## src/rtl/mmio_pkg.sv

```systemverilog
// Shared definitions for the MMIO fabric: FSM state encoding, bus widths,
// the data value returned with an error response, and the write-lane mask
// helper.
package mmio_pkg;

  typedef enum logic [1:0] {
    IDLE = 2'd0,
    REQ  = 2'd1,
    ERR  = 2'd2,
    RESP = 2'd3
  } mmio_state_e;

  localparam int MMIO_DW    = 32;
  localparam int MMIO_SW    = 4;
  localparam int MMIO_IDX_W = 4;

  localparam logic [MMIO_DW-1:0] MMIO_ERR_RDATA = 32'h0;

  // Zero every byte lane whose strobe is clear so slaves never see stale
  // bytes on lanes they are not meant to write.
  function automatic logic [MMIO_DW-1:0] mmio_lane_mask(
    input logic [MMIO_SW-1:0] strb,
    input logic [MMIO_DW-1:0] data
  );
    logic [MMIO_DW-1:0] masked;
    masked = '0;
    for (int b = 0; b < MMIO_SW; b++) begin
      masked[8*b +: 8] = strb[b] ? data[8*b +: 8] : 8'h00;
    end
    return masked;
  endfunction

endpackage

```

## src/rtl/mmio_addr_decode.sv

```systemverilog
// Combinational address decoder for the MMIO fabric.
// Splits the master address into a slave window index and a window offset,
// and flags a hit only for aligned addresses inside the NUM_SLV windows.
// Ports:
//   addr   in  32  master byte address
//   hit    out 1   address is aligned and falls inside a slave window
//   idx    out 4   window index (meaningful only when hit=1)
//   offset out 32  address relative to the window base
module mmio_addr_decode
  import mmio_pkg::*;
#(
  parameter int          NUM_SLV   = 5,
  parameter logic [31:0] BASE_ADDR = 32'h4000_0000,
  parameter int          WIN_BITS  = 12
) (
  input  logic [31:0]           addr,
  output logic                  hit,
  output logic [MMIO_IDX_W-1:0] idx,
  output logic [31:0]           offset
);

  logic [31:0] rel;
  logic [31:0] win;

  // The window number is compared at full width so that addresses far
  // above the last window cannot alias back into a valid index. Addresses
  // below BASE_ADDR wrap in the subtraction and are rejected explicitly.
  always_comb begin
    rel    = addr - BASE_ADDR;
    win    = rel >> WIN_BITS;
    hit    = (addr >= BASE_ADDR) && (win < 32'(NUM_SLV)) && (addr[1:0] == 2'b00);
    idx    = win[MMIO_IDX_W-1:0];
    offset = rel & ((32'd1 << WIN_BITS) - 32'd1);
  end

endmodule

```

## src/rtl/mmio_fabric.sv

```systemverilog
// Single-master MMIO interconnect. Decodes NUM_SLV equal address windows
// starting at BASE_ADDR, runs one transaction at a time and returns a
// registered one-cycle response. Misaligned or out-of-range addresses get
// an error response without touching any slave.
// Optional feature: define MMIO_TIMEOUT_EN to abort a request with an error
// response when the selected slave stays silent for TIMEOUT cycles.
// Ports:
//   clk, rst             clock, synchronous active-high reset
//   addr, wdata_in       master address / write data
//   wstrb, we, valid     master strobes, write enable, request
//   rdata, ready, err    registered response (ready is a one-cycle pulse)
//   s_valid              one-hot request to the slaves
//   s_addr, s_wdata      window offset and lane-masked write data
//   s_wstrb, s_we        registered strobes and write enable
//   s_rdata, s_ready     per-slave read data and completion pulses
module mmio_fabric
  import mmio_pkg::*;
#(
  parameter int          NUM_SLV   = 5,
  parameter logic [31:0] BASE_ADDR = 32'h4000_0000,
  parameter int          WIN_BITS  = 12,
  parameter int          TIMEOUT   = 255
) (
  input  logic                   clk,
  input  logic                   rst,
  input  logic [31:0]            addr,
  input  logic [31:0]            wdata_in,
  input  logic [3:0]             wstrb,
  input  logic                   we,
  input  logic                   valid,
  output logic [31:0]            rdata,
  output logic                   ready,
  output logic                   err,
  output logic [NUM_SLV-1:0]     s_valid,
  output logic [31:0]            s_addr,
  output logic [31:0]            s_wdata,
  output logic [3:0]             s_wstrb,
  output logic                   s_we,
  input  logic [32*NUM_SLV-1:0]  s_rdata,
  input  logic [NUM_SLV-1:0]     s_ready
);

  if (NUM_SLV < 1 || NUM_SLV > 16 || TIMEOUT < 1) begin : g_param_check
    $error("mmio_fabric: NUM_SLV must be 1..16 and TIMEOUT at least 1");
  end

  mmio_state_e state, next_state;

  logic                  dec_hit;
  logic [MMIO_IDX_W-1:0] dec_idx;
  logic [31:0]           dec_offset;
  logic [NUM_SLV-1:0]    dec_onehot;
  logic [MMIO_IDX_W-1:0] idx_q;
  logic                  sel_ready;
  logic [31:0]           sel_rdata;
  logic                  timeout_hit;

  mmio_addr_decode #(
    .NUM_SLV   (NUM_SLV),
    .BASE_ADDR (BASE_ADDR),
    .WIN_BITS  (WIN_BITS)
  ) u_decode (
    .addr   (addr),
    .hit    (dec_hit),
    .idx    (dec_idx),
    .offset (dec_offset)
  );

  // Slave selection: the one-hot strobe for the incoming request, and the
  // completion/data mux for the slave latched at request time. Completion
  // pulses from every other slave are dropped here.
  always_comb begin
    dec_onehot = '0;
    sel_ready  = 1'b0;
    sel_rdata  = '0;
    for (int i = 0; i < NUM_SLV; i++) begin
      dec_onehot[i] = (dec_idx == i[MMIO_IDX_W-1:0]);
      if (idx_q == i[MMIO_IDX_W-1:0]) begin
        sel_ready = s_ready[i];
        sel_rdata = s_rdata[32*i +: 32];
      end
    end
  end

`ifdef MMIO_TIMEOUT_EN
  localparam int TO_W = $clog2(TIMEOUT + 1);

  logic [TO_W-1:0] to_cnt;

  // Counts REQ cycles; held at zero everywhere else so each request starts
  // from a clean count. The abort fires on the TIMEOUT-th silent cycle.
  always_ff @(posedge clk) begin
    if (rst || state != REQ) begin
      to_cnt <= '0;
    end else begin
      to_cnt <= to_cnt + 1'b1;
    end
  end

  assign timeout_hit = (state == REQ) && (to_cnt == TO_W'(TIMEOUT - 1));
`else
  assign timeout_hit = 1'b0;
`endif

  // State register.
  always_ff @(posedge clk) begin
    if (rst) begin
      state <= IDLE;
    end else begin
      state <= next_state;
    end
  end

  // Next-state logic. A slave completion in the same cycle as a timeout
  // wins, since its data is valid.
  always_comb begin
    next_state = state;
    unique case (state)
      IDLE: if (valid) next_state = dec_hit ? REQ : ERR;
      REQ:  if (sel_ready || timeout_hit) next_state = RESP;
      ERR:  next_state = RESP;
      RESP: next_state = IDLE;
      default: next_state = IDLE;
    endcase
  end

  // Datapath registers. The request is captured when IDLE accepts it; the
  // response is loaded on the transition into RESP so ready is high for
  // exactly the RESP cycle.
  always_ff @(posedge clk) begin
    if (rst) begin
      idx_q   <= '0;
      rdata   <= '0;
      ready   <= 1'b0;
      err     <= 1'b0;
      s_valid <= '0;
      s_addr  <= '0;
      s_wdata <= '0;
      s_wstrb <= '0;
      s_we    <= 1'b0;
    end else begin
      ready <= 1'b0;
      unique case (state)
        IDLE: begin
          if (valid) begin
            idx_q   <= dec_idx;
            s_addr  <= dec_offset;
            s_wdata <= mmio_lane_mask(wstrb, wdata_in);
            s_wstrb <= wstrb;
            s_we    <= we;
            if (dec_hit) begin
              s_valid <= dec_onehot;
            end
          end
        end
        REQ: begin
          if (sel_ready) begin
            s_valid <= '0;
            ready   <= 1'b1;
            err     <= 1'b0;
            rdata   <= s_we ? '0 : sel_rdata;
          end else if (timeout_hit) begin
            s_valid <= '0;
            ready   <= 1'b1;
            err     <= 1'b1;
            rdata   <= MMIO_ERR_RDATA;
          end
        end
        ERR: begin
          ready <= 1'b1;
          err   <= 1'b1;
          rdata <= MMIO_ERR_RDATA;
        end
        RESP: begin
        end
        default: begin
        end
      endcase
    end
  end

endmodule

```

## config.mk

```make
export PLATFORM = sky130hd
export DESIGN_NAME = mmio_fabric
export DESIGN_NICKNAME = d
export VERILOG_FILES = /design/src/rtl/mmio_pkg.sv /design/src/rtl/mmio_addr_decode.sv /design/src/rtl/mmio_fabric.sv
export SDC_FILE = /design/constraint.sdc
export NUM_CORES = 1
export LEC_CHECK = 0
export CORE_AREA = 2 2 134 136
export DETAILED_ROUTE_END_ITERATION = 8
export DIE_AREA = 0 0 136 138
export DONT_BUFFER_PORTS = 1
export GPL_TIMING_DRIVEN = 0
export PLACE_DENSITY = 0.4
export SYNTH_ARGS = -nofsm -noshare
export SYNTH_HDL_FRONTEND = slang
export SYNTH_SLANG_ARGS = --single-unit
export TNS_END_PERCENT = 10
```

## constraint.sdc

```tcl
create_clock -name clk -period 2.05 [get_ports clk]
set_input_delay 0.41 -clock clk [delete_from_list [all_inputs] [get_ports clk]]
set_output_delay 0.41 -clock clk [all_outputs]
set_load 0.1 [all_outputs]
```

======== Word-level counts from Yosys, hierarchy flattened ========
Cells that the tools add are included.
storage, ports and cells
  output and inout bits ................... 108
  input bits .............................. 237
  bits in registers ....................... 94
  logic and storage cells ................. 68
operators by class
  $lt $le $gt $ge ......................... 2
  multiplexer cells ....................... 29
  $add $sub $neg .......................... 1
  reductions and logical operators ........ 12
  equal/unequal tests ..................... 14
operator list
  kind                                                                 number
  2-to-1 mux 32 bit                                                    7
  case mux 32 bit (2 select lines)                                     1
  greater-or-equal comparator 32 x 31 -> 1 bit, second input constant  1
  2-to-1 mux 8 bit                                                     4
  subtractor 32 x 31 -> 32 bit, second input constant                  1
  less-than comparator 20 x 3 -> 1 bit, second input constant          1
  == test 4 x 2 -> 1 bit, second input constant                        4
  2-to-1 mux 5 bit                                                     3
  case mux 5 bit (2 select lines)                                      1
  == test 4 x 1 -> 1 bit, second input constant                        2
  == test 4 x 3 -> 1 bit, second input constant                        2
  zero test 4 bit                                                      2
  case mux 2 bit (4 select lines)                                      1
  2-to-1 mux 1 bit                                                     7
  2-to-1 mux 2 bit                                                     3
  != test 2 bit, second input constant                                 3
  AND reduction 2 bit                                                  3
  == test 2 bit, second input constant                                 2
  zero test 2 bit                                                      2
  case mux 1 bit (2 select lines)                                      2
  AND reduction 4 bit                                                  1
  nonzero test 2 bit                                                   2
  == test 2 x 1 -> 1 bit, second input constant                        1
  logical AND 1 bit                                                    2

======== Depth between registers and ports, before layout ========
  depth after elaboration ................. 9
  gate-level depth with buffers ........... 8
  mapped depth without buffers ............ 6

======== Modules after synthesis ========
A second synthesis with hierarchy kept.
unflattened totals
  cell total of the unflattened synthesis .. 736
  area, all modules ....................... 5,921.9 µm²
by module, submodules not included
  module            area each (µm²)  cells each  instances
  mmio_fabric       5,584.1          690         1
  mmio_addr_decode  337.8            46          1

======== Least setup slack after synthesis ========
OpenSTA, ideal clock, no wires.
  path kind ............................... register -> register
  start point ............................. register state[1]
  end point ............................... register s_valid[0]
  period minus slack after synthesis ...... 1,681 ps
  library setup time ...................... 72 ps
  data arrival time ....................... 1,609 ps
  stages on the path, launching flop included .. 9
  data required time ...................... 1,978 ps
  buffers on the path ..................... 2
  setup slack ............................. 369 ps
  cell sequence ........................... dfxtp_1 inv_1 ha_1 buf_2 inv_1 o311ai_2 nand2b_1 buf_2 mux2i_1
on the way
  cells in the longest elaborated chain, start to end .. 3
  elaborated cells on any way between the ends .. 8
ends and longest elaborated chain
  item                                                                         line                RTL
  start, declared                                                              mmio_fabric.sv:47   mmio_state_e state, next_state;
  start signal, assigned                                                       mmio_fabric.sv:110  state <= next_state;
  == test 2 x 1 -> 1 bit / zero test 2 bit (equally long branches)             mmio_fabric.sv:143  unique case (state)
  != test 2 bit (no source line) / nonzero test 2 bit (equally long branches)  --
  AND reduction 4 bit (no source line)                                         --
  end signal, assigned                                                         mmio_fabric.sv:152  s_valid <= dec_onehot;
  end, declared                                                                mmio_fabric.sv:34   output logic [NUM_SLV-1:0] s_valid,
Several ways; a longest one is shown, not always the timed one.
A chain may end at the register's enable or synchronous reset.

======== Worst setup path after layout ========
  start point ............................. register state[0]
  end point ............................... register s_wdata[14]
on the way
  cells in the longest elaborated chain, start to end .. 2
ends and longest elaborated chain
  item                                  line                RTL
  zero test 2 bit                       mmio_fabric.sv:143
  AND reduction 2 bit (no source line)  --
  end signal, assigned                  mmio_fabric.sv:148  s_wdata <= mmio_lane_mask(wstrb, wdata_in);
  end, declared                         mmio_fabric.sv:36   output logic [31:0] s_wdata,
No other way between the ends.

==> run summary <==
FLOORPLAN
-------------------------------------------------------------------------------------
Total Die Area                                                            0.01877 mm²
Number of core rows                                                                49
Height of the chip                                                             138 µm
Chip Width                                                                     136 µm
I/O pins                                                                          345
Initial core utilization                                                       0.2719
Core ar.                                                                  0.01753 mm²

ROUTE
-------------------------------------------------------------------------------------
Routed wire length                                                           16780 µm
Via/cell ratio                                                                  5.189
Remaining antenna violation count                                                   0
Count of routing violations after the opening detailed-route iteration            104
Via count                                                                        4265
Residual DRC count                                                                  0
Router iterations before antenna repair                                             4
Detailed-route wire length per cell                                          20.42 µm

HOLD PATH
-------------------------------------------------------------------------------------
Hold endpoint                                                               s_addr[5]
Worst Hold Path Cells                                                               2
Worst Hold Class                                                            in -> reg
Startpoint of the worst hold path                                             addr[5]

SYNTHESIS
-------------------------------------------------------------------------------------
Synth Flop Type                                                          sky130_fd_sc_hd__dfxtp_1
Cell taking the most area after synthesis                                sky130_fd_sc_hd__dfxtp_1
Synthesis-stage register bit count                                                 94
Count of different cell masters after synthesis                                    39
Synth warn                                                                          0
Top cells by area in the synthesized netlist                             sky130_fd_sc_hd__dfxtp_1 39%, sky130_fd_sc_hd__a22oi_1 10%, sky130_fd_sc_hd__nand2_1 8.7%
Average footprint of a synthesized cell                                     8.592 µm²
Instance count of the mapped netlist                                              555
Post-synth ARST share                                                               0
Synth cell count leaders                                                 110 x sky130_fd_sc_hd__nand2_1, 94 x sky130_fd_sc_hd__dfxtp_1, 64 x sky130_fd_sc_hd__a22oi_1
Sequential element share of the synthesized area                               0.3946
Yosys top cell area share                                                      0.3946
Post-synthesis instance area                                             0.004768 mm²
Library cell with the highest instance count after synthesis             sky130_fd_sc_hd__nand2_1
Number of enable flip-flop cells after synthesis                                    0

GLOBAL ROUTE
-------------------------------------------------------------------------------------
Antenna violations before repair                                                    0
Layer with the highest usage                                                     met2
Global-route wire length before repair                                       24740 µm
Met3 Usage GRT                                                                0.05794
Via count of the first global-routing pass                                       4187
GR Util All Layers                                                             0.1717
Final global-route overflow total                                                   0
Met1 Usage GRT                                                                 0.1955
Met2 demand-to-capacity share in global routing                                0.3004
Largest net degree at the start of global routing                                  18

LAYOUT
-------------------------------------------------------------------------------------
Area delta synth->final                                                        15.80%
Number of non-filler instances in the completed layout                            822
Layout cell share with drive strength beyond 1                                 0.1754
Count of antenna diodes in the layout                                               0
Number of nets in the layout                                                      829

STATUS
-------------------------------------------------------------------------------------
Result of the run                                                        finished clean

STA
-------------------------------------------------------------------------------------
Setup slack of the critical path after layout                              0.05140 ns
Final Hold Fails                                                                    0
Period Utilization, post-route                                                 0.9749
Worst hold slack                                                            0.1890 ns
Setup TNS                                                                        0 ns
Slew Viols, Final                                                                   0
Slew at the pin with the worst max-slew slack                                1.115 ns
Maximum frequency from static timing analysis                               500.3 MHz
Relative slew slack                                                            0.2556
Setup violators final                                                               0
Layout Skew                                                               0.007685 ns
Final Critical Period                                                        1.999 ns
RSZ-0062 raised after global routing                                             true

WORST SETUP PATH
-------------------------------------------------------------------------------------
Critical-path maximum fanout                                                       10
Critical path arrival                                                         2.28 ns
Req. time, crit path                                                          2.33 ns
FF-to-FF path depth                                                                 7
R2r setup slk                                                                 0.05 ns
FF-to-FF End                                                              s_wdata[14]
Type of destination of the critical path                                    flip-flop
R2r startpoint                                                               state[0]
CP Launch Type                                                              flip-flop
Crit Path Category                                                         reg -> reg

PLACE
-------------------------------------------------------------------------------------
Setup slack at placement                                                  -0.06027 ns
GP Congestion                                                                  0.7995
Count of input and output buffers                                                   0
Placed cell count                                                                 803
Estimated wirelength of the detail-placed design                             13310 µm

POWER AND IR DROP
-------------------------------------------------------------------------------------
Static leakage                                                               2.082 nW
Cell area power density                                                   1353 mW/mm²
Power consumption                                                            7.472 mW
Worst voltage drop across the vdd grid                                      0.5062 mV

CLOCK NETWORK
-------------------------------------------------------------------------------------
Clock root buffer master                                                 sky130_fd_sc_hd__clkbuf_16
Depth of the CTS H-tree                                                             3
Clock tree from TritonCTS                                                       built
Clk sink count                                                                     94
Skew-Pair Late Insertion Delay                                                0.35 ns
Number of buffers inserted during clock tree synthesis                              9
Clock-pin slew of the registers on the worst-case setup and hold paths        0.07 ns
Hold buffers post-CTS                                                               0
Bufs on Longest Clock Path                                                          2

RUN
-------------------------------------------------------------------------------------
Max capacitance violation total                                                     0

metal layers:
metal | wire length, µm | share of wire
met3 | 1652 | 0.098
met1 | 6329 | 0.38
met5 | 0 | 0
met2 | 8555 | 0.51
met4 | 245 | 0.015
state kept, by name, indices dropped and copies added, names as in the netlist:
name	flops
err	1
rdata	32
s_wdata	32
s_valid	5
idx_q	4
s_wstrb	4
state	2
s_addr	12
s_we	1
ready	1
cell families (layout without fill, tap and decap cells):
family                   Yosys count  in the layout  share of synthesized area
AO/OA/AOI/OAI                    166            166                     0.2467
other                              1             20                  0.0007864
flip-flops                        94             94                     0.3946
adder cells (fa/ha/maj)            4              4                    0.01050
multiplexers                      38             38                    0.08817
buffers and inverters             72             91                    0.08292
AND/OR/NAND/NOR                  180            180                     0.1763
critical path: stages (launching register included):
cell and delay (ns):
sky130_fd_sc_hd__dfxtp_1 0.31, sky130_fd_sc_hd__inv_1 0.11, sky130_fd_sc_hd__ha_1 0.25, sky130_fd_sc_hd__and2_1 0.16, sky130_fd_sc_hd__clkbuf_1 0.33, sky130_fd_sc_hd__buf_1 0.45
sky130_fd_sc_hd__nand3_1 0.15, sky130_fd_sc_hd__a21oi_1 0.17
power breakdown:
| group | internal [mW] | leakage [nW] | total [mW] | switching [mW] |
|---|---|---|---|---|
| combinational | 0.757 | 1.16 | 2.08 | 1.32 |
| sequential | 2.04 | 0.764 | 3.58 | 1.54 |
| clock | 1.01 | 0.156 | 1.81 | 0.804 |
worst max-delay path by stage:
| stage | end | cells after the start | slack (ns) | startpoint |
|---|---|---|---|---|
| 2_1_floorplan | s_valid[0] | 8 | 0.37 | state[1] |
| 3_3_place_gp | rdata[30] | 6 | -0.03 | idx_q[2] |
| 3_5_place_dp | rdata[30] | 6 | -0.06 | idx_q[2] |
| 4_1_cts | rdata[14] | 6 | 0.02 | idx_q[0] |
| 5_1_grt | idx_q[1] | 7 | -0.09 | state[1] |
| 6_report | s_wdata[14] | 7 | 0.05 | state[0] |
through the flow:
| step | utilization | area, µm² |
|---|---|---|
| after floorplan | - | 4840 |
| after global placement | 0.2924 | 5126 |
| after detailed placement | 0.2924 | 5126 |
| after CTS | 0.3122 | 5474 |
| after global routing | 0.3149 | 5522 |
| final | 0.3149 | 5522 |
area by class of cell:
type | count | area (µm²)
fill | 1875 | 12010
multi-input combinational | 408 | 2603
sequential | 94 | 1883
buffer | 67 | 392.9
tap | 229 | 286.5
clock buffer | 10 | 239.0
clock inverter | 6 | 76.32
timing repair buffer | 3 | 22.52
inverter | 5 | 18.77
layout by cell type (no fill, tap or decap), drive strengths merged, types with 4 or more instances in the layout:
master  Yosys  final
conb        1     20
a22oi      64     64
mux2       32     32
nor3        4      4
inv         5      9
ha          4      4
nand3      37     37
clkbuf     34     42
buf        33     38
nand2     110    110
dfxtp      94     94
mux2i       6      6
a21oi      56     56
a22o       32     32
nor2        5      5
nor4        6      6
nand2b     10     10
repair_timing:
action | CTS | global route
pin swaps | 1 | 1
buffers inserted | 2 | 1
endpoints found under the setup margin | 30 | 76
gates resized for setup | 4 | 21
Note: power is estimated with default switching activity, not from simulation.
